--- src/rtl/systolic_pkg.sv ---
// Shared types and helpers for the systolic multiply sequencer: state encoding,
// sizing helpers and the lane-skew addressing used to feed the array edges.
package systolic_pkg;

  typedef enum logic [2:0] {
    IDLE,
    CLEAR,
    FEED,
    CAPTURE,
    OUTPUT
  } state_e;

  function automatic int feed_cycles(input int dim);
    return 3 * dim - 2;
  endfunction

  function automatic int count_width(input int n);
    return (n > 1) ? $clog2(n) : 1;
  endfunction

  // Lane l carries element (t - l) of its row/column during feed step t.
  function automatic logic lane_active(input int t, input int lane, input int dim);
    return (t >= lane) && ((t - lane) < dim);
  endfunction

  // A is stored row-major as r*D+k; lane r at step t reads A[r][t-r].
  function automatic int a_addr(input int t, input int r, input int dim);
    return r * dim + (t - r);
  endfunction

  // B is stored as k*D+c; lane c at step t reads B[t-c][c].
  function automatic int b_addr(input int t, input int c, input int dim);
    return (t - c) * dim + c;
  endfunction

endpackage

--- src/rtl/systolic_result_serializer.sv ---
// Snapshots the array result matrix and streams it out row-major over a
// valid/ready port, flagging the final element and pulsing done after it.
module systolic_result_serializer
  import systolic_pkg::*;
#(
  parameter int DIMENSION = 4,
  parameter int O_BITS    = 18
) (
  input  logic                                i_clock,
  input  logic                                i_reset,
  input  logic                                capture_i,
  input  logic                                start_i,
  input  logic [DIMENSION*DIMENSION*O_BITS-1:0] c_flat_i,
  input  logic                                ready_i,
  output logic [O_BITS-1:0]                   data_o,
  output logic                                valid_o,
  output logic                                last_o,
  output logic                                fin_o,
  output logic                                done_o
);

  localparam int NE = DIMENSION * DIMENSION;
  localparam int IW = count_width(NE);
  localparam logic [IW-1:0] IDX_LAST = IW'(NE - 1);

  logic [O_BITS-1:0] snap_q [NE];
  logic [IW-1:0]     idx_q;
  logic              valid_q;
  logic              done_q;
  logic              at_last;

  assign at_last = (idx_q == IDX_LAST);
  assign fin_o   = valid_q & ready_i & at_last;
  assign data_o  = valid_q ? snap_q[idx_q] : '0;
  assign valid_o = valid_q;
  assign last_o  = valid_q & at_last;
  assign done_o  = done_q;

  always_ff @(posedge i_clock) begin
    if (i_reset) begin
      idx_q   <= '0;
      valid_q <= 1'b0;
      done_q  <= 1'b0;
      for (int i = 0; i < NE; i++) snap_q[i] <= '0;
    end else begin
      done_q <= 1'b0;
      if (capture_i) begin
        for (int i = 0; i < NE; i++) snap_q[i] <= c_flat_i[i*O_BITS +: O_BITS];
      end
      if (start_i) begin
        idx_q   <= '0;
        valid_q <= 1'b1;
      end else if (valid_q && ready_i) begin
        // Index only moves on a handshake, so data holds steady under back-pressure.
        if (at_last) begin
          idx_q   <= '0;
          valid_q <= 1'b0;
          done_q  <= 1'b1;
        end else begin
          idx_q <= idx_q + 1'b1;
        end
      end
    end
  end

endmodule

--- src/rtl/systolic_mm_ctrl.sv ---
// Sequencer for an output-stationary DxD systolic multiply array: buffers A/B,
// clears the PEs, streams skewed operands into the edges, then serializes C.
module systolic_mm_ctrl
  import systolic_pkg::*;
#(
  parameter int DIMENSION = 4,
  parameter int I_BITS    = 8,
  parameter int O_BITS    = 2 * I_BITS + $clog2(DIMENSION)
) (
  input  logic                                  i_clock,
  input  logic                                  i_reset,
  input  logic                                  i_start,
  input  logic                                  i_wr_en,
  input  logic                                  i_wr_sel,
  input  logic [$clog2(DIMENSION*DIMENSION)-1:0] i_wr_addr,
  input  logic [I_BITS-1:0]                     i_wr_data,
  output logic                                  o_busy,
  output logic                                  o_array_reset,
  output logic [DIMENSION*I_BITS-1:0]           o_a_edge,
  output logic [DIMENSION*I_BITS-1:0]           o_b_edge,
  input  logic [DIMENSION*DIMENSION*O_BITS-1:0] i_c_flat,
  output logic [O_BITS-1:0]                     o_c_data,
  output logic                                  o_c_valid,
  input  logic                                  i_c_ready,
  output logic                                  o_c_last,
  output logic                                  o_done
);

  localparam int NE          = DIMENSION * DIMENSION;
  localparam int AW          = $clog2(NE);
  localparam int FEED_CYCLES = feed_cycles(DIMENSION);
  localparam int TW          = count_width(FEED_CYCLES);
  localparam logic [TW-1:0] T_LAST = TW'(FEED_CYCLES - 1);

  state_e                      state_q;
  logic [TW-1:0]               t_q;
  logic [I_BITS-1:0]           a_buf_q [NE];
  logic [I_BITS-1:0]           b_buf_q [NE];
  logic [DIMENSION*I_BITS-1:0] a_edge_q, b_edge_q;
  logic [DIMENSION*I_BITS-1:0] a_edge_d, b_edge_d;
  logic                        busy_q;
  logic                        array_reset_q;
  logic                        capture;
  logic                        ser_fin;
  int                          next_t;

  // Edge lanes for the feed step that the next cycle will present.
  always_comb begin
    next_t   = (state_q == FEED) ? int'(t_q) + 1 : 0;
    a_edge_d = '0;
    b_edge_d = '0;
    for (int l = 0; l < DIMENSION; l++) begin
      if (lane_active(next_t, l, DIMENSION)) begin
        a_edge_d[l*I_BITS +: I_BITS] = a_buf_q[AW'(a_addr(next_t, l, DIMENSION))];
        b_edge_d[l*I_BITS +: I_BITS] = b_buf_q[AW'(b_addr(next_t, l, DIMENSION))];
      end
    end
  end

  always_ff @(posedge i_clock) begin
    if (i_reset) begin
      state_q       <= IDLE;
      t_q           <= '0;
      a_edge_q      <= '0;
      b_edge_q      <= '0;
      busy_q        <= 1'b0;
      array_reset_q <= 1'b1;
      for (int i = 0; i < NE; i++) begin
        a_buf_q[i] <= '0;
        b_buf_q[i] <= '0;
      end
    end else begin
      array_reset_q <= 1'b0;
      a_edge_q      <= '0;
      b_edge_q      <= '0;
      if (state_q == IDLE && i_wr_en) begin
        if (i_wr_sel) b_buf_q[i_wr_addr] <= i_wr_data;
        else          a_buf_q[i_wr_addr] <= i_wr_data;
      end
      case (state_q)
        IDLE: begin
          if (i_start) begin
            state_q       <= CLEAR;
            busy_q        <= 1'b1;
            array_reset_q <= 1'b1;
          end
        end
        CLEAR: begin
          state_q  <= FEED;
          t_q      <= '0;
          a_edge_q <= a_edge_d;
          b_edge_q <= b_edge_d;
        end
        FEED: begin
          if (t_q == T_LAST) begin
            state_q <= CAPTURE;
          end else begin
            t_q      <= t_q + 1'b1;
            a_edge_q <= a_edge_d;
            b_edge_q <= b_edge_d;
          end
        end
        CAPTURE: state_q <= OUTPUT;
        OUTPUT: begin
          if (ser_fin) begin
            state_q <= IDLE;
            busy_q  <= 1'b0;
          end
        end
        default: begin
          state_q <= IDLE;
          busy_q  <= 1'b0;
        end
      endcase
    end
  end

  assign capture = (state_q == CAPTURE);

  systolic_result_serializer #(
    .DIMENSION (DIMENSION),
    .O_BITS    (O_BITS)
  ) u_serializer (
    .i_clock   (i_clock),
    .i_reset   (i_reset),
    .capture_i (capture),
    .start_i   (capture),
    .c_flat_i  (i_c_flat),
    .ready_i   (i_c_ready),
    .data_o    (o_c_data),
    .valid_o   (o_c_valid),
    .last_o    (o_c_last),
    .fin_o     (ser_fin),
    .done_o    (o_done)
  );

  assign o_busy        = busy_q;
  assign o_array_reset = array_reset_q;
  assign o_a_edge      = a_edge_q;
  assign o_b_edge      = b_edge_q;

endmodule

--- config.mk ---
export PLATFORM = sky130hd
export DESIGN_NAME = systolic_mm_ctrl
export DESIGN_NICKNAME = d
export VERILOG_FILES = /design/src/rtl/systolic_pkg.sv /design/src/rtl/systolic_result_serializer.sv /design/src/rtl/systolic_mm_ctrl.sv
export SDC_FILE = /design/constraint.sdc
export NUM_CORES = 1
export LEC_CHECK = 0
export CORE_UTILIZATION = 45
export DETAILED_ROUTE_END_ITERATION = 10
export GPL_TIMING_DRIVEN = 0
export PLACE_DENSITY = 0.7
export SETUP_SLACK_MARGIN = 0.4
export SLEW_MARGIN = 5
export SYNTH_ARGS = -nofsm -noshare
export SYNTH_HDL_FRONTEND = slang
export SYNTH_SLANG_ARGS = --single-unit
export TNS_END_PERCENT = 10
--- constraint.sdc ---
create_clock -name i_clock -period 9.83 [get_ports i_clock]
set_clock_uncertainty 0.2 [all_clocks]
set_input_delay 2.949 -clock i_clock [delete_from_list [all_inputs] [get_ports i_clock]]
set_output_delay 2.949 -clock i_clock [all_outputs]
set_load 0.1 [all_outputs]
# Word level (Yosys, flattened, before mapping)

Memories as Yosys holds them, arrays and structs flattened. A register that Yosys moved wholly into a read port is not among the register bits.
Index checks and enable logic that the tools add are counted.

Bitwise operators: 21
Mux-type cells: 67
Magnitude comparators: 8
Reductions and logical operators: 19
Eq/ne operators: 10
$add $sub $neg: 12

Operators by type and width:

| cell                  | number |
|---|---|
| $mux W18              | 17 |
| $pmux W32 S2          | 2 |
| $mux W8               | 10 |
| $mux W32              | 2 |
| $mux W4               | 6 |
| $mux W1               | 23 |
| $lt A6 B4 Y1 const B  | 3 |
| $or A1 B1 Y1          | 16 |
| $reduce_or A8 Y1      | 2 |
| $pmux W3 S5           | 1 |
| $sub A5 B2 Y6 const B | 2 |
| $ge A5 B1 Y1 const B  | 2 |
| $ge A5 B2 Y1 const B  | 2 |
| $mux W3               | 3 |
| $add A4 B1 Y4 const B | 2 |
| $add A4 B3 Y4 const B | 2 |
| $add A4 B4 Y4 const A | 2 |
| $eq A4 B4 Y1 const B  | 2 |
| $pmux W4 S2           | 1 |
| $eq A3 B2 Y1 const B  | 2 |
| $logic_and A1 B1 Y1   | 6 |
| $ne A2 B2 Y1 const B  | 3 |
| $reduce_and A3 Y1     | 2 |
| $reduce_bool A2 Y1    | 3 |
| other kinds (16)      | 21 |

Bits of input ports: 306
Memory bits (writable): 544
Memories: 3
Output and inout bits: 87
Register bits: 79

Memories:

| name                | words | width | read ports | clocked after memory_dff | wr ports | RTL line                         | source |
|---|---|---|---|---|---|---|---|
| u_serializer.snap_q | 16    | 18    | 1          | 1                        | 16       | systolic_result_serializer.sv:26 | `logic [O_BITS-1:0] snap_q [NE];` |
| a_buf_q             | 16    | 8     | 4          | 0                        | 16       | systolic_mm_ctrl.sv:37           | `logic [I_BITS-1:0] a_buf_q [NE];` |
| b_buf_q             | 16    | 8     | 4          | 0                        | 16       | systolic_mm_ctrl.sv:38           | `logic [I_BITS-1:0] b_buf_q [NE];` |

# Longest topological paths before layout

Depth after elaboration: 8
Mapped depth: 17
Gate-level depth less buffers: 13

# Cells and area by module

From an unflattened synthesis, not the netlist that was laid out.

Cells, all modules: 2166
Area, all modules: 29758.5 um2

Modules (own cells, without submodules):

| module                     | times used | area an instance (um2) | cells each |
|---|---|---|---|
| systolic_mm_ctrl           | 1          | 16204.3                | 1234 |
| systolic_result_serializer | 1          | 13554.2                | 932 |

# Least setup slack after synthesis

No wires, ideal clock.

Path type: in2reg
Start point: input port i_reset
End point: memory u_serializer.snap_q[0][0] (enable)
Buffers on the path: 1
Setup time: 2209 ps
Cell stages on the path: 3
Data required time: 7421 ps
Setup slack: -616 ps
Arrival time: 8036 ps
Cells stage by stage: clkbuf_1 inv_1 nand2_1

RTL lines:

| element         | RTL line                         | source |
|---|---|---|
| start, declared | systolic_mm_ctrl.sv:11           | `input logic i_reset,` |
| end, declared   | systolic_result_serializer.sv:26 |  |

==> impl_metrics.csv <==
group,metric,value,unit
pwr,p_leak,13.1,nW
setup_path,max_stage_delay,1040,ps
logic_synthesis,syn-instance-count,2116,
clock_network,ctsRootBufferMaster,"clkbuf_16",
global_route,track_usage,0.304,
setup_path,path_cells,"clkbuf_1 -> clkbuf_1 -> mux4_2 -> mux4_2 -> and2_1 -> clkdlybuf4s50_1",
worst_hold_path,min_to,"o_busy$_SDFFE_PP0P_",
clock_network,cts_resized,0,
logic_synthesis,synth_area_leaders,"edfxtp_1, mux4_2, and2_1",
clock_network,cts_sinks,627,
setup_path,startpoint_type,"flop",
logic_synthesis,syn-cell-area,0.0296,sq mm
logic_synthesis,yosysSeqAreaShare,0.609,
place,placedInstanceArea,0.0346,sq mm
global_route,first_global_vias,20000,
route,remaining_drc_errors,0,
setup_path,required,6680,ps
worst_hold_path,min_from,"o_busy$_SDFFE_PP0P_",
clock_network,cts_tree,"yes",
timing,slew_headroom,0.0827,
pwr,peakVddDrop,0.157,mV
floorplan,start_util,0.457,
setup_path,cp_max_fo,10,
logic_synthesis,synth_top_area_share,0.552,
floorplan,pin_count,393,
route,vias,20400,
floorplan,die_w,258,microns
route,vias_per_cell,5.81,
timing,setup_viol_count_final,0,
setup_path,rr_startpoint,"t_q[1]$_SDFFE_PP0P_",
setup_path,worstReg2RegEnd,"o_a_edge[12]$_SDFF_PP0_",
timing,hold_slack,293,ps
floorplan,core,0.0647,sq mm
timing,layout_min_cycle_time,7620,ps
clock_network,cts-htree-levels,3,
route,first_pass_iters,7,
logic_synthesis,ys_ff_latch,627,
logic_synthesis,synth.avg_cell_area,14.0,sq um
floorplan,chipHeight,258,microns
place,place_congestion,0.993,
logic_synthesis,synth_flop_cell,"edfxtp_1",
floorplan,die-area,0.0667,sq mm
setup_path,cpMaxStageDelayCell,"clkdlybuf4s50_1",
run_status,outcome,"finished clean",
setup_path,crit_arrival,4470,ps
floorplan,num_rows,93,
route,routedWlPerCell,29.3,microns
cells_and_area,fin_nets,2894,
job,drv_cap,0,
clock_network,cts_hold_buf,0,
cells_and_area,drive_above_1_share,0.134,
setup_path,worstSetupPathType,"flop to primary output",
logic_synthesis,synthArstFlopShare,0,
timing,slew_violations,0,
timing,rsz0062_at_grt,"no",
setup_path,rr_worst_depth,14,
logic_synthesis,synth_edf_count,544,
setup_path,r2r_slack,3690,ps
place,dp_hpwl,77300,microns
route,drtIter0Drc,2270,
clock_network,cts_buffer_depth,3,
logic_synthesis,yosysWarnings,0,
setup_path,end_kind,"primary output",
logic_synthesis,ys_types,65,
route,wl,103000,microns
pwr,p_per_area,181,mW/mm^2
logic_synthesis,syn_nets,2432,
place,portBuffers,388,
global_route,grt_max_degree,117,
cells_and_area,finalInstanceArea,0.0370,sq mm
worst_hold_path,min_path_type,"flop to flop",
clock_network,cts_buffers,70,
clock_network,cts_setup_buffers,0,
timing,clock.fmax,0.131,GHz
global_route,grt_pass1_wl,143000,microns
logic_synthesis,synth_top_area_cell,"edfxtp_1",
clock_network,clkLatencyLatePin,620,ps
timing,worst_pin_slew,1360,ps
clock_network,clk_transition_reported_paths,50,ps
timing,hold_viol,0,
global_route,antenna_found_initial,20,
logic_synthesis,yosys-top-cells-count,"edfxtp_1, and2_1, nor2b_1",
global_route,gr-total-overflow,0,
timing,fin_crit_sh,0.775,
route,ant_nets,0,
worst_hold_path,hold_depth,2,
logic_synthesis,yosysMostFrequentCell,"edfxtp_1",
cells_and_area,area_growth,25.3,%
-- state kept, by name, summed over array words and instances (netlist names), 3 cells and up, named ones only --
register,flops
t_q,4
b_buf_q,128
u_serializer.snap_q,288
a_buf_q,128
o_b_edge,32
u_serializer.idx_q,4
state_q,3
o_a_edge,32
-- where the power goes --
group          switching (mW)  internal [mW]  leakage, nW  total (mW)
Sequential             0.0475           3.02         6.28        3.07
Clock                    1.13           1.61         1.17        2.74
Combinational           0.526          0.361         5.64       0.888
-- logic make-up after synthesis --
logic type | synth area share
mux | 0.141
xor+xnor | 0.00267
simple gates | 0.171
compound gates | 0.0443
buf+inv | 0.0280
fa+ha+maj | 0.00423
flops | 0.609
-- area by class of cell --
class                           instances  area [sq um]
Tap cell                              855          1070
Buffer                                157           777
Multi-Input combinational cell       1319         10800
Clock buffer                           83          1860
Antenna cell                           16          40.0
Fill cell                            5203         27700
Timing Repair Buffer                  390          3940
Sequential cell                       627         18000
Inverter                               13          50.0
Clock inverter                         46           547
-- stage by stage --
| step | setup TNS [ps] | util | std cells | worst slack [ps] | power (mW) |
|---|---|---|---|---|---|
| global route | 0 | 0.572 | 3501 | 2160 | 6.86 |
| floorplan | 0 | - | 2116 | 2170 | 3.62 |
| detailed placement | 0 | 0.535 | 3361 | 2880 | 4.00 |
| global placement | -51850 | 0.534 | 3359 | -250 | 4.01 |
| CTS | 0 | 0.572 | 3490 | 2200 | 6.71 |
| finish | 0 | 0.573 | 3506 | 2210 | 6.70 |
-- worst max-delay path by stage --
stage | startpoint | end | slack [ps]
after detailed placement | flop | o_c_data[2] | 2880
after floorplan | i_reset | u_serializer.snap_q[0][0]$_SDFFCE_PN0P_ | 2170
after global routing | flop | o_c_data[1] | 2160
after global placement | i_reset | flop | -250
final | flop | o_c_data[1] | 2210
after CTS | flop | o_c_data[2] | 2200
-- placed cells by master (no fill, tap or decap), types with 10 or more instances in the layout --
cell type and instances:
dfxtp_1 83, a211oi_1 35, clkinv_2 13, nor3_1 20, nor2_1 47, clkbuf_16 70, o21ai_1 11, clkbuf_1 112
o21ai_0 36, nor2b_1 150, clkdlybuf4s50_1 388, nand2_1 118, and2_1 456, edfxtp_1 544, diode_2 16, nand3_1 26
ha_1 10, o211ai_1 12, a311oi_1 10, a21oi_1 26, mux2i_1 74, and3_1 16, inv_1 10, mux2_2 18
a31oi_1 21, mux4_2 143, buf_2 26, a22oi_1 15
-- worst max-delay path, delay by kind of cell (launching register included) --
kind / cells / cell delay, ps
and+or+nand+nor: 1 / 170
muxes: 2 / 980
DFF: 1 / 310
buffers and inverters: 3 / 2350
-- metal layers --
metal / up-vias / global-route usage / share of wire
met3: 165 / 0.0688 / 0.085
met5: - / 0 / 0.0012
met4: 16 / 0.102 / 0.028
met2: 1010 / 0.511 / 0.50
li1: 8741 / - / -
met1: 10400 / 0.388 / 0.39
Power figures use the tool's default switching activity.
